$ cat config.mk
export PLATFORM = sky130hd
export DESIGN_NAME = mult16_seq_flat
export DESIGN_NICKNAME = d
export VERILOG_FILES = /design/src/rtl/mult16_seq_pkg.sv /design/src/rtl/mult16_seq_if.sv /design/src/rtl/mult16_seq_acc_adder.sv /design/src/rtl/mult16_seq.sv /design/src/flat_wrapper.sv
export SDC_FILE = /design/constraint.sdc
export NUM_CORES = 1
export LEC_CHECK = 0
export BUFFER_PORTS_ARGS = -buffer_cell sky130_fd_sc_hd__buf_2
export CORE_MARGIN = 3
export CORE_UTILIZATION = 64
export CTS_BUF_LIST = sky130_fd_sc_hd__clkbuf_2
export CTS_CLUSTER_DIAMETER = 30
export DETAILED_ROUTE_END_ITERATION = 16
export GPL_TIMING_DRIVEN = 0
export PLACE_DENSITY = 0.95
export SYNTH_ARGS = -nofsm -noshare
export SYNTH_HDL_FRONTEND = slang
export SYNTH_SLANG_ARGS = --single-unit
$ cat constraint.sdc
create_clock -name clk -period 43.9 [get_ports clk]
set_input_delay 2.195 -clock clk [delete_from_list [all_inputs] [get_ports clk]]
set_output_delay 2.195 -clock clk [all_outputs]
set_load 0.005 [all_outputs]
$ cat src/rtl/mult16_seq_pkg.sv
// Shared types and constants for the sequential shift-add multiplier.
package mult_pkg;

  localparam int MULT_WIDTH = 16;
  localparam int MULT_ITERS = MULT_WIDTH;

  typedef enum logic [1:0] {
    IDLE = 2'd0,
    RUN  = 2'd1,
    DONE = 2'd2
  } state_t;

endpackage

$ cat src/rtl/mult16_seq_if.sv
// Operand/result bundle between the control unit (master) and the multiplier (slave).
// Handshake: start is sampled only while the multiplier is not busy (IDLE or DONE);
// busy is high for every iteration cycle, and done pulses for one cycle when
// {product_hi, product} becomes valid; the product then holds until the next result.
interface mult16_seq_if #(
  parameter int WIDTH = 16
);
  logic             start;
  logic [WIDTH-1:0] A;
  logic [WIDTH-1:0] B;
  logic             busy;
  logic             done;
  logic [WIDTH-1:0] product;
  logic [WIDTH-1:0] product_hi;

  modport master (
    output start, A, B,
    input  busy, done, product, product_hi
  );

  modport slave (
    input  start, A, B,
    output busy, done, product, product_hi
  );
endinterface

$ cat src/rtl/mult16_seq_acc_adder.sv
// Ripple-carry accumulator adder, 2*WIDTH bits wide; the final carry out is dropped.
module mult_acc_adder #(
  parameter int WIDTH = 16
) (
  input  logic [2*WIDTH-1:0] a_i,
  input  logic [2*WIDTH-1:0] b_i,
  output logic [2*WIDTH-1:0] sum_o
);

  localparam int SW = 2 * WIDTH;

  logic [SW-1:0] carry;

  assign carry[0] = 1'b0;

  for (genvar i = 0; i < SW; i++) begin : g_fa
    assign sum_o[i] = a_i[i] ^ b_i[i] ^ carry[i];
    // The top cell computes no carry: the product never exceeds 2*WIDTH bits.
    if (i < SW - 1) begin : g_carry
      assign carry[i+1] = (a_i[i] & b_i[i]) | (carry[i] & (a_i[i] ^ b_i[i]));
    end
  end

endmodule

$ cat src/rtl/mult16_seq.sv
// Unsigned shift-add multiplier, one partial product per cycle.
// Optional MULT_EARLY_EXIT_EN: finish as soon as the remaining multiplier bits are zero.
module mult16_seq
  import mult_pkg::*;
#(
  parameter int WIDTH = MULT_WIDTH,
  parameter int CNT_W = 5
) (
  input  logic              clk,
  input  logic              rst_n,
  mult16_seq_if.slave       bus,
  output state_t            dbg_state_o
);

  state_t               state_q, state_d;
  logic [2*WIDTH-1:0]   mcand_q, mcand_d;
  logic [WIDTH-1:0]     mplier_q, mplier_d;
  logic [2*WIDTH-1:0]   acc_q, acc_d;
  logic [CNT_W-1:0]     cnt_q, cnt_d;
  logic [2*WIDTH-1:0]   prod_q, prod_d;
  logic [2*WIDTH-1:0]   acc_sum;
  logic                 last_iter;

  mult_acc_adder #(.WIDTH(WIDTH)) u_acc_adder (
    .a_i   (acc_q),
    .b_i   (mcand_q),
    .sum_o (acc_sum)
  );

`ifdef MULT_EARLY_EXIT_EN
  // mplier_q[WIDTH-1:1] is the multiplier after this cycle's shift.
  assign last_iter = (cnt_q == CNT_W'(WIDTH - 1)) || (mplier_q[WIDTH-1:1] == '0);
`else
  assign last_iter = (cnt_q == CNT_W'(WIDTH - 1));
`endif

  always_ff @(posedge clk or negedge rst_n) begin
    if (!rst_n) begin
      state_q  <= IDLE;
      mcand_q  <= '0;
      mplier_q <= '0;
      acc_q    <= '0;
      cnt_q    <= '0;
      prod_q   <= '0;
    end else begin
      state_q  <= state_d;
      mcand_q  <= mcand_d;
      mplier_q <= mplier_d;
      acc_q    <= acc_d;
      cnt_q    <= cnt_d;
      prod_q   <= prod_d;
    end
  end

  always_comb begin
    state_d  = state_q;
    mcand_d  = mcand_q;
    mplier_d = mplier_q;
    acc_d    = acc_q;
    cnt_d    = cnt_q;
    prod_d   = prod_q;

    case (state_q)
      IDLE, DONE: begin
        if (bus.start) begin
          mcand_d  = {{WIDTH{1'b0}}, bus.A};
          mplier_d = bus.B;
          acc_d    = '0;
          cnt_d    = '0;
          state_d  = RUN;
        end else begin
          state_d  = IDLE;
        end
      end
      RUN: begin
        if (mplier_q[0]) begin
          acc_d = acc_sum;
        end
        mcand_d  = mcand_q << 1;
        mplier_d = mplier_q >> 1;
        cnt_d    = cnt_q + CNT_W'(1);
        if (last_iter) begin
          prod_d  = mplier_q[0] ? acc_sum : acc_q;
          state_d = DONE;
        end
      end
      default: state_d = IDLE;
    endcase
  end

  assign bus.busy       = (state_q == RUN);
  assign bus.done       = (state_q == DONE);
  assign bus.product    = prod_q[WIDTH-1:0];
  assign bus.product_hi = prod_q[2*WIDTH-1:WIDTH];
  assign dbg_state_o    = state_q;

endmodule
$ cat src/flat_wrapper.sv
// flat-port wrapper written by rule: the top's interface ports become plain ports
module mult16_seq_flat import mult_pkg::*;
#(
  parameter int WIDTH = MULT_WIDTH,
  parameter int CNT_W = 5
)
  (clk, rst_n, dbg_state_o, bus_start, bus_A, bus_B, bus_busy, bus_done, bus_product, bus_product_hi);
  mult16_seq_if #(.WIDTH(WIDTH)) bus_i ();
  input  logic clk;
  input  logic rst_n;
  output state_t dbg_state_o;
  input wire logic [$bits(bus_i.start)-1:0] bus_start;
  input wire logic [$bits(bus_i.A)-1:0] bus_A;
  input wire logic [$bits(bus_i.B)-1:0] bus_B;
  output wire logic [$bits(bus_i.busy)-1:0] bus_busy;
  output wire logic [$bits(bus_i.done)-1:0] bus_done;
  output wire logic [$bits(bus_i.product)-1:0] bus_product;
  output wire logic [$bits(bus_i.product_hi)-1:0] bus_product_hi;
  assign bus_i.start = bus_start;
  assign bus_i.A = bus_A;
  assign bus_i.B = bus_B;
  assign bus_busy = bus_i.busy;
  assign bus_done = bus_i.done;
  assign bus_product = bus_i.product;
  assign bus_product_hi = bus_i.product_hi;
  mult16_seq #(.WIDTH(WIDTH), .CNT_W(CNT_W)) u_core (.clk(clk), .rst_n(rst_n), .bus(bus_i), .dbg_state_o(dbg_state_o));
endmodule
# [After elaboration in Yosys (flattened, before gate mapping)]
# Index checks and enable logic that the tools add are counted.
[classes] bitwise_logic=154 magnitude_cmp=0 multipliers=0 shift=0 addsub=1 div=0 n_mux=12 n_eq_ne=5 reduce_logical=5
[ops] operator="case mux 32 bit (2 select lines)" count=2
[ops] operator="2-to-1 mux 32 bit" count=3
[ops] operator="XOR 1 bit" count=63
[ops] operator="AND 1 bit" count=61
[ops] operator="case mux 16 bit (2 select lines)" count=1
[ops] operator="bitwise OR 1 bit" count=30
[ops] operator="2-to-1 mux 16 bit" count=1
[ops] operator="case mux 5 bit (2 select lines)" count=1
[ops] operator="adder 5 x 1 -> 5 bit, second input constant" count=1
[ops] operator="equality test 5 x 4 -> 1 bit, second input constant" count=1
[ops] operator="2-to-1 mux 5 bit" count=1
[ops] operator="case mux 2 bit (2 select lines)" count=1
[ops] operator="AND reduction 2 bit" count=2
[ops] operator="equality test 2 x 1 -> 1 bit, second input constant" count=1
[ops] operator="equality test 2 bit, second input constant" count=1
[ops] operator="logical NOT 2 bit" count=1
[ops] operator="2-to-1 mux 2 bit" count=1
[ops] operator="!= test 2 x 1 -> 1 bit, second input constant" count=1
[ops] operator="!= test 2 bit, second input constant" count=1
[ops] operator="nonzero test 2 bit" count=1
[ops] operator="OR reduction 2 bit" count=1
[ops] operator="2-to-1 mux 1 bit" count=1
[totals] ram_bits=0 mem_count=0 word_cells=183 rom_bits=0 latchBits=0 reg_bits=119

# [Longest topological paths before layout]
# Gate-level depths: netlist of run 1.
[depth] ltp_word=64 mapped_depth=36 mapped_depth_nobuf=36

# [Hierarchy]
# From an unflattened synthesis of run 1, not the netlist that was laid out.
[hier_totals] hier_cells=521 area_unflattened_um2=5674.2
[modules_own_cells] module="mult16_seq" cells_each=484 area_per_inst_um2=5018.6 instances=1 seq_area_each_um2=2977.9
[modules_own_cells] module="mult_acc_adder" cells_each=37 area_per_inst_um2=655.6 instances=1 seq_area_each_um2=0.0

# [Worst setup path after synthesis of run 1]
# Ideal clock, no wire load.
[synth_timing] path_type="flip-flop to flip-flop" from="register u_core.acc_q[0]" to="register u_core.acc_q[31]" arrival_ns=14.197 setup_ns=0.126 path_stages_with_launch=37 path_buffers=0 slack_ns=29.577 path_cell_list="dfrtp_1 > ha_1 > inv_1 > fa_1 > fa_1 > fa_1 > fa_1 > fa_1 > fa_1 > fa_1 > fa_1 > fa_1 > fa_1 > fa_1 > fa_1 > fa_1 > fa_1 > fa_1 > fa_1 > fa_1 > fa_1 > fa_1 > fa_1 > fa_1 > fa_1 > fa_1 > fa_1 > fa_1 > fa_1 > fa_1 > fa_1 > inv_1 > fa_1 > fa_1 > xor2_1 > nand2_1 > a221o_1"
[synth_via] elab_chain_cells=64
[synth_lines] item="start: declaration" line_no="mult16_seq.sv:18" rtl="logic [2*WIDTH-1:0] acc_q, acc_d;"
[synth_lines] item="start signal: assignment" line_no="mult16_seq.sv:42" rtl="acc_q <= '0;"
[synth_lines] item="start signal: assignment" line_no="mult16_seq.sv:49" rtl="acc_q <= acc_d;"
[synth_lines] item="AND 1 bit (2 in a row)" line_no="mult16_seq_acc_adder.sv:20" rtl="assign carry[i+1] = (a_i[i] & b_i[i]) | (carry[i] & (a_i[i] ^ b_i[i]));"
[synth_lines] item="bitwise OR 1 bit" line_no="mult16_seq_acc_adder.sv:20"
[synth_lines] item="AND 1 bit" line_no="mult16_seq_acc_adder.sv:20"
[synth_lines] item="bitwise OR 1 bit" line_no="mult16_seq_acc_adder.sv:20"
[synth_lines] item="AND 1 bit" line_no="mult16_seq_acc_adder.sv:20"
[synth_lines] item="bitwise OR 1 bit" line_no="mult16_seq_acc_adder.sv:20"
[synth_lines] item="AND 1 bit" line_no="mult16_seq_acc_adder.sv:20"
[synth_lines] item="bitwise OR 1 bit" line_no="mult16_seq_acc_adder.sv:20"
[synth_lines] item="[47 not listed]"
[synth_lines] item="bitwise OR 1 bit" line_no="mult16_seq_acc_adder.sv:20"
[synth_lines] item="AND 1 bit" line_no="mult16_seq_acc_adder.sv:20"
[synth_lines] item="bitwise OR 1 bit" line_no="mult16_seq_acc_adder.sv:20"
[synth_lines] item="AND 1 bit" line_no="mult16_seq_acc_adder.sv:20"
[synth_lines] item="bitwise OR 1 bit" line_no="mult16_seq_acc_adder.sv:20"
[synth_lines] item="XOR 1 bit" line_no="mult16_seq_acc_adder.sv:17" rtl="assign sum_o[i] = a_i[i] ^ b_i[i] ^ carry[i];"
[synth_lines] item="2-to-1 mux 32 bit" line_no="mult16_seq.sv:76" rtl="if (mplier_q[0]) begin"
[synth_lines] item="case mux 32 bit (2 select lines)" line_no="mult16_seq.sv:63" rtl="case (state_q)"
# Every way passes these cells.
# A chain may end at the register's enable or synchronous reset.

# [Worst setup path in the final report of run 1]
[layout_timing] from="register u_core.mcand_q[0]" to="register u_core.acc_q[31]"
[layout_via] elab_chain_cells=64
[layout_lines] item="start: declaration" line_no="mult16_seq.sv:16" rtl="logic [2*WIDTH-1:0] mcand_q, mcand_d;"
[layout_lines] item="start signal: assignment" line_no="mult16_seq.sv:47" rtl="mcand_q <= mcand_d;"
[layout_lines] item="AND 1 bit (2 in a row)" line_no="mult16_seq_acc_adder.sv:20"
[layout_lines] item="bitwise OR 1 bit" line_no="mult16_seq_acc_adder.sv:20"
[layout_lines] item="AND 1 bit" line_no="mult16_seq_acc_adder.sv:20"
[layout_lines] item="bitwise OR 1 bit" line_no="mult16_seq_acc_adder.sv:20"
[layout_lines] item="AND 1 bit" line_no="mult16_seq_acc_adder.sv:20"
[layout_lines] item="bitwise OR 1 bit" line_no="mult16_seq_acc_adder.sv:20"
[layout_lines] item="AND 1 bit" line_no="mult16_seq_acc_adder.sv:20"
[layout_lines] item="bitwise OR 1 bit" line_no="mult16_seq_acc_adder.sv:20"
[layout_lines] item="[47 not listed]"
[layout_lines] item="bitwise OR 1 bit" line_no="mult16_seq_acc_adder.sv:20"
[layout_lines] item="AND 1 bit" line_no="mult16_seq_acc_adder.sv:20"
[layout_lines] item="bitwise OR 1 bit" line_no="mult16_seq_acc_adder.sv:20"
[layout_lines] item="AND 1 bit" line_no="mult16_seq_acc_adder.sv:20"
[layout_lines] item="bitwise OR 1 bit" line_no="mult16_seq_acc_adder.sv:20"
[layout_lines] item="XOR 1 bit" line_no="mult16_seq_acc_adder.sv:17"
[layout_lines] item="2-to-1 mux 32 bit" line_no="mult16_seq.sv:76"
[layout_lines] item="case mux 32 bit (2 select lines)" line_no="mult16_seq.sv:63"
# Every way passes these cells.

==> results of run 1 <==
## per-layer routing
layer	up-vias	GRT usage [%]	wire [um]
met2	279	48.2	7000
met3	47	7.82	1240
met5	-	0	0
li1	2048	-	-
met4	0	13.6	446
met1	2388	39.5	5490
## stage by stage
step | std cells | utilization [%] | instance area, um^2 | worst slack, ns | hold slack, ns
after floorplan | 550 | - | 5750 | 29.58 | 0.437
after global placement | 725 | 73.6 | 6230 | 29.06 | 0.457
after detailed placement | 726 | 74.0 | 6260 | 28.81 | 0.465
after CTS | 758 | 76.9 | 6510 | 28.77 | 0.499
after global routing | 758 | 76.9 | 6510 | 28.30 | 0.514
final | 758 | 76.9 | 6510 | 28.81 | 0.500
## synth_stat cells
cell type,number
a22o_1,19
fa_1,30
o21ai_1,4
o21ai_0,74
ha_1,3
a211o_1,1
and3_1,1
nand2_1,70
a221o_1,16
and4_1,1
nor2_1,2
nand3b_1,2
dfrtp_1,119
inv_2,1
inv_1,61
o2bb2ai_1,1
mux2_2,12
nand2b_1,2
nor3_1,15
a22oi_1,15
nand4_1,2
xor2_1,1
buf_2,22
clkbuf_1,14
mux2i_1,5
buf_4,4
nor2b_1,2
nand3_1,51
## worst min-delay path: cells and delay by family, from the launching register on
family          cells  cell delay [ns]
flops               1             0.38
compound gates      1             0.05
simple gates        1             0.04
## report_power, final
part           switching [mW]  internal (mW)  leakage [nW]  total (mW)
clock                  0.0429         0.0308         0.142      0.0737
sequential             0.0327          0.158          1.51       0.191
combinational           0.150          0.107          1.47       0.258
## sequential cells by signal, summed over array words and instances (netlist names)
register,count
u_core.acc_q,32
u_core.dbg_state_o,2
u_core.mcand_q,32
u_core.prod_q,32
u_core.cnt_q,5
u_core.mplier_q,16
## path summary, 6_finish.rpt
path	start	to	slack [ns]	depth (start not counted)
worst max-delay path	u_core.mcand_q[0]	u_core.acc_q[31]	28.81	36
max in group asynchronous	rst_n	u_core.mcand_q[16]	41.60	2
min in group asynchronous	rst_n	u_core.prod_q[11]	1.51	1
worst min-delay path	u_core.prod_q[4]	u_core.prod_q[4]	0.50	2
worst max register to register	u_core.mcand_q[0]	u_core.acc_q[31]	28.81	36
worst min register to register	u_core.prod_q[4]	u_core.prod_q[4]	0.50	2
## final cells by class
type	count	area, um^2
inverters	62	233
well taps	105	131
multi-input cells	329	2350
flip-flops and latches	119	2980
clock buffers	17	85.1
plain buffers	40	193
fillers	511	1960
clock inverters	15	161
repair buffers	71	380
## cells by family after synthesis
family	count (synthesis)	share of synthesized area, %
flip-flops	119	51.8
adder cells (fa/ha/maj)	33	11.1
buffers and inverters	102	7.40
XOR/XNOR	1	0.152
AND/OR/NAND/NOR	148	11.6
AO/OA/AOI/OAI	130	14.7
multiplexers	17	3.22
==> impl_results.md, run 1 <==
* Period utilisation layout at about 34%
* Required time of the critical path at 44.46 ns
* Leading cell type in the layout, fill and taps excluded: dfrtp_1
* Synth Cell Area at 5750 um^2
* Final #Nets at 708
* Final hold violation count at 0
* Initial antenna violation count at 0
* Crit path DAT at 15.65 ns
* Overall power at roughly 0.52 mW
* Most frequent cells in the layout: dfrtp_1 (119), buf_2 (91), o21ai_0 (74), nand2_1 (70), inv_1 (61)
* Critical-path top delay cell: fa_1
* CP Max Fanout at 4
* Horiz. Die Dim at between 100 and 150 um
* Pleak at 3.13 nW
* Share of layout cells above drive strength 1 at 21.3%
* # resized after CTS at 0
* Area of the core at 8460 um^2
* Largest net degree at the start of global routing at 75
* # IOs at 71
* Clock transition at path regs at 0.18 ns
* Cts hold-fix bufs at 0
* Vias in the first global route at between 4000 and 5000
* Avg WL per Cell at roughly 19 um
* Delay-heaviest family, CP: adder cells
* Setup TNS at 0 ns
* Fmax at 66.3 MHz
* Clock root cell: clkbuf_2
* Post-CTS Setup Bufs at 0
* Number of synthesis warnings at 0
* Die height at 101 um
* Area contributors post-synth: dfrtp_1 (52%), fa_1 (10%), o21ai_0 (6.4%), nand2_1 (4.6%), nand3_1 (4.4%)
* Finish-stage setup viols at 0
* CTS max path bufs at 2
* Skew final at 0.0310 ns
* GP Congestion at roughly 0.84
* Clock Sinks at 119
* Avg Inst Size Synth at roughly 10 um^2
* Post-synth cell types at 28
* Diode count at 0
* P&R area growth vs syn at 13.2%
* Critical Path Most Common Cell: fa_1
* Share of the synthesized area in the top cell type at 51.8%
* Post-route ant nets at 0
* Min cycle time layout at 15.09 ns
* Slowest stage delay, CP at slightly below 0.5 ns
* Hold Path Class: register to register
* Yosys reg bits at 119
* CP bufs+invs at 2
* Num rows at 33
* Crit end category: register
* Initial DRC count at around 530
* CTS tree: done
* Worst-margin pin slew at 0.598 ns
* Startpoint types: register
* Drt pass-1 iters at 7
* Initial Util at between 60 and 70%
* Remaining Overflow, GRT at 0
* DRT Wirelength at 14200 um
* Number of max-cap violations at 0
* Syn Inst Count at 550
* Outcome: completed
* Dominant cell type by area after synthesis: dfrtp_1
* Vias post-DR at 4762
* Die area at 10200 um^2
* Routed vias/inst at ~6.3
* Number of port buffers at 70
* Max H-tree Level at 4
* Cts bufs inserted at 17
* First-pass GRT wire length at 23700 um
* DRC Markers at 0
* Worst-skew pair later-pin latency at 0.67 ns
* Power Density at 80.3 nW/um^2
* Slew Limit Headroom at 60.1%
* Sequential area share after synthesis at between 50 and 60%
* Syn Nets at 618
* RSZ-0062 raised after global routing: false
* Total global-route track usage at 30.3%
* Setup CP Type: register to register
* DP Wirelength at 10200 um
* Fin. max-slew vios at 0
* Peak VDD IR at 41.4 uV
Note: power is estimated with default switching activity, not from simulation.
==> run 2: changes to the inputs <==
--- a/config.mk
+++ b/config.mk
@@ -7,12 +7,12 @@
 export LEC_CHECK = 0
 export BUFFER_PORTS_ARGS = -buffer_cell sky130_fd_sc_hd__buf_2
 export CORE_MARGIN = 3
-export CORE_UTILIZATION = 64
+export CORE_UTILIZATION = 60
 export CTS_BUF_LIST = sky130_fd_sc_hd__clkbuf_2
 export CTS_CLUSTER_DIAMETER = 30
 export DETAILED_ROUTE_END_ITERATION = 16
 export GPL_TIMING_DRIVEN = 0
-export PLACE_DENSITY = 0.95
+export PLACE_DENSITY = 0.93
 export SYNTH_ARGS = -nofsm -noshare
 export SYNTH_HDL_FRONTEND = slang
 export SYNTH_SLANG_ARGS = --single-unit
==> constraint.sdc (replaced) <==
create_clock -name clk -period 15.6 [get_ports clk]
set_input_delay 0.78 -clock clk [delete_from_list [all_inputs] [get_ports clk]]
set_output_delay 0.78 -clock clk [all_outputs]
set_load 0.005 [all_outputs]
==> run 2 against run 1 <==
Via count decreased by 2.1%. Count of clock-buffer cells in the layout increased by 3. Design area decreased by 1.1%. Sequential power increased to 2.8 times the previous value. Register-to-register slack got worse by 28 ns. Hold slack got worse by 0.42 ns. Core utilization decreased by 7.6 points. Clock power increased by 90%. Cell count increased by 2.8%. Sequential share of layout area increased by 0.52 points. First-iteration DRC count decreased by 27%.
==> impl_results.md, run 2 (synthesized netlist as in run 1, its figures left out) <==
* Peak VDD IR at 114 uV
* CTS max path bufs at 2
* Crit end category: register
* Most frequent cells in the layout: dfrtp_1 (119), buf_2 (91), o21ai_0 (74), nand2_1 (70), inv_1 (61)
* DP Wirelength at 10300 um
* Die height at 104 um
* Crit path DAT at about 16 ns
* Biggest regs: u_core.acc_q (32), u_core.mcand_q (32), u_core.prod_q (32)
* Vias in the first global route at 4883
* Net switching power at approximately 0.62 mW
* Switching part of the total at 44.0%
* Comb pwr share at 51.7%
* Fin. max-slew vios at 0
* Initial Util at 61.9%
* Min cycle time layout at roughly 15 ns
* Period utilisation layout at 97.0%
* Clock root cell: clkbuf_2
* Diode count at 0
* Power Density at 219 nW/um^2
* Required time of the critical path at 16.12 ns
* RR Startpoint: u_core.mcand_q[0]
* Share of layout cells above drive strength 1 at 20.6%
* Startpoint types: register
* Initial antenna violation count at 0
* Dpl cell area at 6300 um^2
* Hold Path Class: primary input to asynchronous set/reset pin
* Total global-route track usage at between 20% and 30%
* Critical path origin: u_core.mcand_q[0]
* Slowest stage delay, CP at ~0.5 ns
* DRT Wirelength at 14100 um
* Final hold violation count at 0
* Worst-margin pin slew at 0.588 ns
* Vias post-DR at roughly 4700
* Horiz. Die Dim at ~100 um
* Num rows at 35
* Fmax at 66.1 MHz
* # resized after CTS at 0
* Die area at 10800 um^2
* DRC Markers at 0
* GP Congestion at 0.857
* CTS tree: done
* Fin Hold WS at 0.0780 ns
* Max H-tree Level at 4
* RSZ-0062 raised after global routing: false
* Initial DRC count at about 400
* Critical Path Most Common Cell: fa_1
* Leading cell type in the layout, fill and taps excluded: dfrtp_1
* CP Max Fanout at 4
* Post-route ant nets at 0
* Largest net degree at the start of global routing at 66
* # IOs at 71
* Area of the core at about 9300 um^2
* Slew Limit Headroom at roughly 61%
* Cts hold-fix bufs at 0
* Number of max-cap violations at 0
* Final #Nets at slightly above 700
* Worst-skew pair later-pin latency at 0.63 ns
* Avg WL per Cell at 18.1 um
* Outcome: completed
* Setup CP Type: register to register
* Remaining Overflow, GRT at 0
* P&R area growth vs syn at 11.9%
* Routed vias/inst at approximately 6.0
* Sequential Power Share at 38.3%
* Skew final at between 0.02 and 0.03 ns
* Fin area at 6430 um^2
* First-pass GRT wire length at 23600 um
* Int Pwr at 0.787 mW
* Drt pass-1 iters at 9
* Clock group share of total power at 10.0%
* Clock transition at path regs at 0.17 ns
* Cts bufs inserted at 17
* Setup TNS at 0 ns
* Critical-path top delay cell: fa_1
* Finish-stage setup viols at 0
* Pleak at about 3.1 nW
* Post-CTS Setup Bufs at 0
* Clock Sinks at 119
* Number of port buffers at 70
## run 2: cell count changes in the layout (fill, tap and decap cells not counted), sizes merged
cell,change
clkinvlp,-3
clkbuf,+3
bufinv,-3
## run 2: final timing paths
check,end,depth (start not counted),slack (ns)
worst min register to register,u_core.cnt_q[3],1,0.49
worst max register to register,u_core.acc_q[31],36,0.46
min in group clk,u_core.mplier_q[13],3,0.35
worst min-delay path,u_core.mcand_q[12],1,0.08
max in group asynchronous,u_core.prod_q[31],2,14.82
worst max-delay path,u_core.acc_q[31],36,0.46
## run 2: per-stage QoR
step | power (mW) | std cells | setup slack (ns) | util, %
after floorplan | 1.01 | 550 | 1.28 | -
after global placement | 1.18 | 749 | 0.776 | 67.5
after detailed placement | 1.25 | 750 | 0.491 | 67.8
after CTS | 1.40 | 779 | 0.415 | 69.3
after global routing | 1.52 | 779 | 0.0743 | 69.3
final | 1.41 | 779 | 0.461 | 69.3
## run 2: final cells by class
class                      count  area [um^2]
fill                         671         2850
timing repair buffer          71          384
clock inverter                 9         38.8
inverter                      62          233
tap                          129          161
clock buffer                  20          100
buffer                        40          193
sequential                   119         2980
multi-input combinational    329         2350
## run 2: worst max-delay path: cells and delay by family, from the launching register on
kind / cells / cell delay [ns]
AND/OR/NAND/NOR: 1 / 0.09
XOR/XNOR: 1 / 0.29
flip-flops: 1 / 0.43
buffers and inverters: 2 / 0.16
AO/OA/AOI/OAI: 1 / 0.29
adder cells (fa/ha/maj): 31 / 13.78
## run 2: routing by layer
metal  share of wire (%)  GRT usage (%)
met2                  51           46.1
met5                   0              0
met4                 2.5           9.78
met3                 8.2           6.46
met1                  38           34.4
## run 2: power groups by stage
stage / sequential (mW) / combinational [mW] / clock, mW
6_report: 0.539 / 0.727 / 0.140
5_1_grt: 0.553 / 0.810 / 0.156
4_1_cts: 0.535 / 0.721 / 0.141
3_5_place_dp: 0.541 / 0.712 / 0
3_3_place_gp: 0.531 / 0.650 / 0
2_1_floorplan: 0.521 / 0.492 / 0
==> run 3: changes to the inputs <==
--- a/config.mk
+++ b/config.mk
@@ -6,6 +6,7 @@
 export NUM_CORES = 1
 export LEC_CHECK = 0
 export BUFFER_PORTS_ARGS = -buffer_cell sky130_fd_sc_hd__buf_2
+export CORE_ASPECT_RATIO = 1.4
 export CORE_MARGIN = 3
 export CORE_UTILIZATION = 60
 export CTS_BUF_LIST = sky130_fd_sc_hd__clkbuf_2
==> run 3 against run 2 <==
Cell count shrank 2.4%. Global-route usage grew 1.2 points. Combinational power shrank 1%. Worst setup slack gained 0.11 ns.
==> impl_results.md, run 3 (synthesized netlist as in run 1, its figures left out) <==
* Startpoint types: register
* Remaining Overflow, GRT at 0
* Initial DRC count at between 500 and 600
* Worst-skew pair later-pin latency at just under 0.7 ns
* Die area at 10800 um^2
* Vias in the first global route at 4856
* Gr busiest metal: met2
* Die height at between 100 and 150 um
* Fmax at approximately 67 MHz
* Biggest regs: u_core.acc_q (32), u_core.mcand_q (32), u_core.prod_q (32)
* Share of layout cells above drive strength 1 at 21.3%
* Pleak at around 3.1 nW
* Initial Util at 62.6%
* Total global-route track usage at 28.4%
* Final #Nets at 708
* Drt pass-1 iters at 6
* Number of port buffers at 70
* Setup TNS at 0 ns
* Slew Limit Headroom at 53.4%
* Clock transition at path regs at 0.17 ns
* # IOs at 71
* Peak VDD IR at 120 uV
* DRC Markers at 0
* Met2 Usage GRT at 45.5%
* RSZ-0062 raised after global routing: false
* Power Density at about 220 nW/um^2
* Max H-tree Level at 4
* Fill count at 640
* DRT Wirelength at 13900 um
* Routed vias/inst at ~6.1
* Final hold violation count at 0
* Worst-margin pin slew at 0.700 ns
* Area of the core at 9180 um^2
* GP Congestion at 0.840
* Slowest stage delay, CP at between 0.4 and 0.5 ns
* Period utilisation layout at 96.3%
* Post-CTS Setup Bufs at 0
* Avg WL per Cell at 18.3 um
* Dpl ws at 0.594 ns
* Num rows at 41
* CTS max path bufs at 2
* Most frequent cells in the layout: dfrtp_1 (119), buf_2 (91), o21ai_0 (74), nand2_1 (70), inv_1 (61)
* Largest net degree at the start of global routing at between 60 and 70
* Fin. max-slew vios at 0
* Horiz. Die Dim at about 89 um
* Setup CP Type: register to register
* Critical Path Most Common Cell: fa_1
* P&R area growth vs syn at 12.1%
* First-pass GRT wire length at about 23000 um
* Slack of the critical path at 0.574 ns
* DP Wirelength at 10100 um
* Initial antenna violation count at 1
* GRT met3 Usage at 8.19%
* Cts hold-fix bufs at 0
* Hold Path Class: primary input to asynchronous set/reset pin
* Critical-path top delay cell: fa_1
* Vias post-DR at ~4700
* Outcome: completed
* CTS tree: done
* Routing usage on met1 at roughly 36%
* Cts bufs inserted at 17
* Crit path DAT at 15.60 ns
* Number of max-cap violations at 0
* Skew final at 0.0251 ns
* Clock root cell: clkbuf_2
* Leading cell type in the layout, fill and taps excluded: dfrtp_1
* Min cycle time layout at 15.03 ns
* Crit end category: register
* Required time of the critical path at 16.18 ns
* CP Max Fanout at 4
* Clock Sinks at 119
* Post-route ant nets at 0
* # resized after CTS at 0
* Finish-stage setup viols at 0
-- run 3: cell types whose count changed in the layout (fill, tap and decap cells not counted), sizes merged --
cell | previous run | this run
bufinv | 0 | 1
clkbuf | 34 | 39
clkinv | 9 | 5
diode | 0 | 1
-- run 3: final cells by class --
| cell class | count | area, um^2 | share of cell area, % |
|---|---|---|---|
| Clock buffer | 25 | 125 | 1.94 |
| Sequential cell | 119 | 2980 | 46.2 |
| Inverter | 62 | 233 | 3.61 |
| Timing Repair Buffer | 71 | 380 | 5.90 |
| Tap cell | 107 | 134 | 2.08 |
| Clock inverter | 6 | 52.6 | 0.815 |
| Buffer | 40 | 193 | 2.99 |
| Multi-Input combinational cell | 329 | 2350 | 36.4 |
| Antenna cell | 1 | 2.50 | 0.0388 |
-- run 3: per-stage QoR --
step | area (um^2) | hold WS (ns) | total power [mW] | cells | util, %
floorplan | 5750 | 0.437 | 1.01 | 550 | -
global placement | 6230 | 0.456 | 1.18 | 727 | 67.9
detailed placement | 6260 | 0.466 | 1.25 | 728 | 68.2
CTS | 6440 | 0.0973 | 1.42 | 759 | 70.2
global route | 6440 | 0.0962 | 1.55 | 760 | 70.2
finish | 6440 | 0.122 | 1.42 | 760 | 70.2
-- run 3: routing by layer --
layer | vias to the layer above | wire, um
met2 | 248 | 7310
met4 | 0 | 470
met5 | - | 0
met3 | 46 | 941
li1 | 2063 | -
met1 | 2305 | 5220
-- run 3: path summary, 6_finish.rpt --
path	endpoint	cells after the start	slack, ns	startpoint
hold reg to reg	u_core.prod_q[15]	2	0.49	u_core.prod_q[15]
max in group asynchronous	u_core.mplier_q[5]	2	14.70	rst_n
setup reg to reg	u_core.acc_q[31]	36	0.57	u_core.mcand_q[0]
min in group clk	u_core.mplier_q[11]	3	0.31	bus_B[11]
hold / removal	u_core.prod_q[24]	1	0.12	rst_n
setup / recovery	u_core.acc_q[31]	36	0.57	u_core.mcand_q[0]
-- run 3: worst max-delay path: cells and delay by family, from the launching register on --
kind | cells | cell delay (ns)
fa+ha+maj | 31 | 13.58
buf+inv | 2 | 0.14
simple gates | 1 | 0.12
flops | 1 | 0.43
xor+xnor | 1 | 0.31
compound gates | 1 | 0.31
-- run 3: report_power, final --
part | leakage, nW | total (mW) | switching (mW) | internal (mW)
registers | 1.51 | 0.536 | 0.0900 | 0.446
clock network | 0.133 | 0.167 | 0.107 | 0.0601
logic | 1.47 | 0.720 | 0.420 | 0.300
total | 3.12 | 1.42 | 0.617 | 0.806
